$ cat src/rtl/dsp_mac_sequencer.sv
// rtl/dsp_mac_sequencer.sv - DSP48A1 opmode sequencer for length-N multiply-accumulate jobs
module dsp_mac_sequencer #(
  parameter int LEN_W    = 8,
  parameter int PIPE_LAT = 4
) (
  input  logic             CLK,
  input  logic             RST,
  input  logic             start,
  input  logic [LEN_W-1:0] len,
  input  logic             use_preadd,
  input  logic             preadd_sub,
  input  logic             post_sub,
  input  logic             s_valid,
  output logic             s_ready,
  output logic [7:0]       opmode,
  output logic             op_valid,
  output logic             busy,
  output logic             done,
  output logic             err
);

  typedef enum logic [1:0] {
    S_IDLE  = 2'd0,
    S_ISSUE = 2'd1,
    S_DRAIN = 2'd2,
    S_DONE  = 2'd3
  } state_t;

  localparam logic [LEN_W-1:0] LEN_ONE = {{(LEN_W-1){1'b0}}, 1'b1};
  localparam logic [3:0]       LAST_T  = 4'(PIPE_LAT - 1);

  localparam logic [1:0] Z_ZERO = 2'b00;
  localparam logic [1:0] Z_P    = 2'b10;
  localparam logic [1:0] X_ZERO = 2'b00;
  localparam logic [1:0] X_M    = 2'b01;

  state_t           state_q, state_d;
  logic [LEN_W-1:0] len_q, len_d;
  logic [LEN_W-1:0] cnt_q, cnt_d;
  logic [3:0]       timer_q, timer_d;
  logic             first_q, first_d;
  logic             use_preadd_q, use_preadd_d;
  logic             preadd_sub_q, preadd_sub_d;
  logic             post_sub_q, post_sub_d;
  logic             err_q, err_d;

  logic [1:0]       z_sel;
  logic [7:0]       hold_op;

  always_ff @(posedge CLK or posedge RST) begin
    if (RST) begin
      state_q      <= S_IDLE;
      len_q        <= '0;
      cnt_q        <= '0;
      timer_q      <= '0;
      first_q      <= 1'b0;
      use_preadd_q <= 1'b0;
      preadd_sub_q <= 1'b0;
      post_sub_q   <= 1'b0;
      err_q        <= 1'b0;
    end else begin
      state_q      <= state_d;
      len_q        <= len_d;
      cnt_q        <= cnt_d;
      timer_q      <= timer_d;
      first_q      <= first_d;
      use_preadd_q <= use_preadd_d;
      preadd_sub_q <= preadd_sub_d;
      post_sub_q   <= post_sub_d;
      err_q        <= err_d;
    end
  end

  // Until the first beat lands, Z must stay 0 so the accumulator starts clean.
  assign z_sel   = first_q ? Z_ZERO : Z_P;
  assign hold_op = {1'b0, preadd_sub_q, 1'b0, use_preadd_q, Z_P, X_ZERO};
  assign err     = err_q;

  always_comb begin
    state_d      = state_q;
    len_d        = len_q;
    cnt_d        = cnt_q;
    timer_d      = timer_q;
    first_d      = first_q;
    use_preadd_d = use_preadd_q;
    preadd_sub_d = preadd_sub_q;
    post_sub_d   = post_sub_q;
    err_d        = 1'b0;
    s_ready      = 1'b0;
    op_valid     = 1'b0;
    opmode       = 8'h00;
    busy         = 1'b0;
    done         = 1'b0;

    case (state_q)
      S_IDLE: begin
        if (start) begin
          if (len != '0) begin
            len_d        = len;
            use_preadd_d = use_preadd;
            preadd_sub_d = preadd_sub;
            post_sub_d   = post_sub;
            cnt_d        = '0;
            first_d      = 1'b1;
            state_d      = S_ISSUE;
          end else begin
            err_d = 1'b1;
          end
        end
      end

      S_ISSUE: begin
        s_ready = 1'b1;
        busy    = 1'b1;
        if (s_valid) begin
          op_valid = 1'b1;
          opmode   = {post_sub_q, preadd_sub_q, 1'b0, use_preadd_q, z_sel, X_M};
          first_d  = 1'b0;
          cnt_d    = cnt_q + LEN_ONE;
          if (cnt_q == len_q - LEN_ONE) begin
            timer_d = '0;
            state_d = S_DRAIN;
          end
        end else begin
          opmode = {1'b0, preadd_sub_q, 1'b0, use_preadd_q, z_sel, X_ZERO};
        end
      end

      S_DRAIN: begin
        busy    = 1'b1;
        opmode  = hold_op;
        timer_d = timer_q + 4'd1;
        if (timer_q == LAST_T) begin
          state_d = S_DONE;
        end
      end

      S_DONE: begin
        busy    = 1'b1;
        done    = 1'b1;
        opmode  = hold_op;
        state_d = S_IDLE;
      end

      default: state_d = S_IDLE;
    endcase
  end

endmodule

$ cat config.mk
export PLATFORM = sky130hd
export DESIGN_NAME = dsp_mac_sequencer
export DESIGN_NICKNAME = d
export VERILOG_FILES = /design/src/rtl/dsp_mac_sequencer.sv
export SDC_FILE = /design/constraint.sdc
export NUM_CORES = 1
export LEC_CHECK = 0
export BUFFER_PORTS_ARGS = -buffer_cell sky130_fd_sc_hd__buf_4
export CAP_MARGIN = 30
export CORE_UTILIZATION = 62
export CTS_BUF_LIST = sky130_fd_sc_hd__clkbuf_2 sky130_fd_sc_hd__clkbuf_4 sky130_fd_sc_hd__clkbuf_8
export DETAILED_ROUTE_END_ITERATION = 10
export HOLD_SLACK_MARGIN = 0.12
export PLACE_DENSITY = 0.87
export SLEW_MARGIN = 25
export SYNTH_ARGS = -nofsm -noshare
export SYNTH_HDL_FRONTEND = slang
export SYNTH_SLANG_ARGS = --single-unit
$ cat constraint.sdc
create_clock -name CLK -period 8.1 [get_ports CLK]
set_input_delay 0.405 -clock CLK [delete_from_list [all_inputs] [get_ports CLK]]
set_output_delay 0.405 -clock CLK [all_outputs]
set_load 0.005 [all_outputs]
==> summary.txt <==
Outcome
  • Status: finished, final reports clean

Floorplan
  • Core area: about 2500 µm²
  • Area of the die: approximately 3000 µm²
  • Die Span Y: around 54 µm
  • Horiz. Die Dim: between 50 and 60 µm
  • Io pins: 28
  • Initial core utilization: 66.7%
  • Rows: 18

Worst hold path
  • HP Class: input pin to flop
  • Worst hold path stage count: 3
  • Hold wc startpoint: len[1]
  • Hold Crit Endpoint: len_q[1]

Timing
  • Fmax: about 360 MHz
  • Fin crit period: between 2 and 3 ns
  • Endpoints failing setup: 0
  • Clk_skew: 0.0102 ns
  • Setup TNS: 0 ns
  • Final hold vios: 0
  • Crit share post-route: between 30% and 40%
  • Worst slew pin tran: roughly 0.9 ns
  • RSZ-0062 raised after global routing: no
  • Slew Viols, Final: 0
  • Hold slack: about 0.25 ns
  • Worst slew margin: around 40%

Setup path
  • CP Cell Sequence: or4_4 > or4b_4 > a211oi_2 > nand4_2 > a21oi_1 > mux2_1
  • R2R Path Start: len_q[2]
  • Setup slack, reg-to-reg: ~5.3 ns
  • Crit-path slowest cell: or4_4
  • CP max FO: 6
  • Worst setup EP type: flop
  • Critical Path RT: between 8 and 9 ns
  • R2R Path End: state_q[1]
  • WS Path Type: flop to flop
  • Worst endpoint data arrival time: about 3 ns
  • Kind of start point of the critical path: flop
  • R2r worst-path depth: 6
  • Critical Path Max Stage Delay: about 0.56 ns

Yosys
  • Mapped cell area: 1680 µm²
  • Syn_area_per_cell: 10.1 µm²
  • Synth Area in Compound Gates: 13.7%
  • Post-synthesis cell count: 166
  • Number of synthesized register bits: 27
  • Asr flop ratio synth: 100%
  • Adder-cell share of the synthesized area: ~6%
  • Simple-Gate Fraction of Synth Area: a little under a fifth
  • Sequential cell area fraction in the yosys report: 40.1%
  • Mux cell area share after synthesis: 8.18%
  • Warnings from Yosys: 0
  • Post-synth cell types: 46
  • EDFF count, synth: 0
  • Xor/xnor share of the synthesized area: 8.85%
  • Ys flop type: dfrtp_1
  • Largest family of logic cells by synthesized area: simple AND/OR/NAND/NOR gates

Placement
  • Final RePlAce weighted congestion: 0.890
  • Placed wire-length estimate: 2740 µm
  • Placed cell area: about 1900 µm²
  • Port Buf Inserts: 24

Layout
  • Final net count: 215
  • Fill count: approximately 180
  • Design Area, Final: 1920 µm²
  • Layout area overhead: 13.9%
  • ANT cells: 0
  • Fraction of layout cells with a size suffix above 1: roughly 25%
  • Commonest non-fill, non-tap cell in the layout: dfrtp_1
  • Commonest cells after routing, fill and taps aside: dfrtp_1 (27), buf_4 (24), nand2_1 (14), xnor2_1 (11), mux2_2 (9)

Clocking
  • Clock sink total: 27
  • CTS H-tree lvls: 1
  • Maximum root-to-sink buffer count: 2
  • Worst-Skew Late Latency: ~0.35 ns
  • CTS clock-pin slew for the worst setup and hold paths: roughly 0.16 ns
  • CTS tree: built
  • Total CTS buffers: 3
  • Clk root buf: clkbuf_4

Pwr
  • Leak pwr: ~0.9 nW
  • Cell internal pwr: ~0.39 mW
  • Combinational share of power: a little under three fifths
  • Maximum vdd drop: approximately 0.26 mV
  • Psw: approximately 0.29 mW
  • Sequential power share: 35.1%
  • Switching Fraction: between 40% and 50%
  • PD cells: roughly 350 nW/µm²
  • Clock share of power: 9.4%

Detailed routing
  • Via Count: about 1300
  • Via/cell ratio: between 5 and 6
  • Residual DRC: 0
  • Pre-antenna DRT Iters: 4
  • Post-Route WL: around 3600 µm
  • Post-route ant nets: 0
  • DR WL/cell: 16.2 µm
  • DRT iter0 DRCs: 25

Global route
  • Initial antenna violation count: 0
  • First-pass GRT wire length: between 5000 and 6000 µm
  • GRT Util Overall: around a quarter
  • Vias in the first global route: 1186
  • Grt total ovfl: 0
  • Largest net degree at the start of global routing: 19

Job
  • Max-cap violations: 0
## cell families (layout without fill, tap and decap cells)
kind of cell / count (synthesis) / in the layout
AO/OA/AOI/OAI: 32 / 32
XOR/XNOR: 15 / 15
adder cells (fa/ha/maj): 8 / 8
buffers and inverters: 16 / 39
flip-flops: 27 / 27
multiplexers: 12 / 12
other: 1 / 3
AND/OR/NAND/NOR: 55 / 55
## stage by stage
step           util, %  std cells  power [mW]  setup slack (ns)
4_1_cts           76.0        221       0.676              5.34
6_report          76.0        221       0.678              5.34
3_5_place_dp      74.4        216       0.612              5.39
2_1_floorplan        -        168       0.509              5.56
3_3_place_gp      73.6        214       0.586              5.49
5_1_grt           76.0        221       0.720              5.21
## power by group through the flow
stage / sequential [mW] / combinational [mW] / clock, mW
finish: 0.238 / 0.376 / 0.0635
detailed placement: 0.240 / 0.371 / 0
CTS: 0.237 / 0.375 / 0.0638
floorplan: 0.221 / 0.288 / 0
global placement: 0.235 / 0.351 / 0
global route: 0.244 / 0.409 / 0.0666
## worst max-delay path, delay by kind of cell (launching register included)
family / cells / cell delay [ns]
DFF: 1 / 0.46
AOI/OAI and AO/OA: 2 / 0.54
muxes: 1 / 0.36
and+or+nand+nor: 3 / 1.30
## cell type report
class	count	area, µm²	share of cell area [%]
flip-flops and latches	27	676	35.2
clock buffers	3	22.5	1.17
inverters	8	30.0	1.57
clock inverters	1	7.51	0.392
repair buffers	27	210	11.0
well taps	30	37.5	1.96
multi-input cells	125	933	48.7
## state kept, by name (all words and copies together), names as in the netlist
register and flops:
cnt_q 8, len_q 8, timer_q 4, state_q 2, err 1, first_q 1, post_sub_q 1, preadd_sub_q 1
use_preadd_q 1
## layer usage
layer | global-route usage (%) | part of all wire, % | up-vias | wire [µm]
li1 | - | - | 626 | -
met3 | 2.82 | 3.2 | 9 | 114
met5 | 0 | 0 | - | 0
met1 | 32.4 | 43 | 638 | 1530
met4 | 14.5 | 3.1 | 0 | 111
met2 | 44.2 | 51 | 33 | 1810
## Yosys cell counts, types with 2 or more instances
library cell / number / area share [%]
nor2_1: 8 / 1.8
o21ai_0: 8 / 2.4
nand3_1: 5 / 1.5
a32o_1: 2 / 1.2
o211ai_1: 3 / 1.3
nand4_1: 2 / 0.74
a21oi_1: 7 / 2.1
nor2b_1: 2 / 0.74
and2_1: 7 / 2.6
nor4_1: 2 / 0.74
xor2_1: 3 / 1.6
nand3b_1: 3 / 1.3
ha_1: 8 / 5.9
buf_4: 3 / 1.3
inv_1: 8 / 1.8
nor3_1: 2 / 0.59
dfrtp_1: 27 / 40
nand2_1: 14 / 3.1
clkbuf_1: 4 / 0.89
mux2_2: 9 / 6.0
xnor2_1: 11 / 5.7
nand2b_1: 4 / 1.5
## worst max path at each step
stage	start	end	slack (ns)
floorplan	len_q[2]	state_q[1]	5.56
CTS	len_q[2]	state_q[1]	5.34
detailed placement	len_q[2]	state_q[1]	5.39
global placement	len_q[2]	state_q[1]	5.49
finish	len_q[2]	state_q[1]	5.34
global route	state_q[1]	cnt_q[2]	5.21
## timing repair
item	4_1_cts	5_1_grt
resized for setup	0	0
hold endpoints to repair	9	0
buffers inserted	0	0
hold buffers	1	0
No activity file was read; power rests on OpenSTA's default activity.
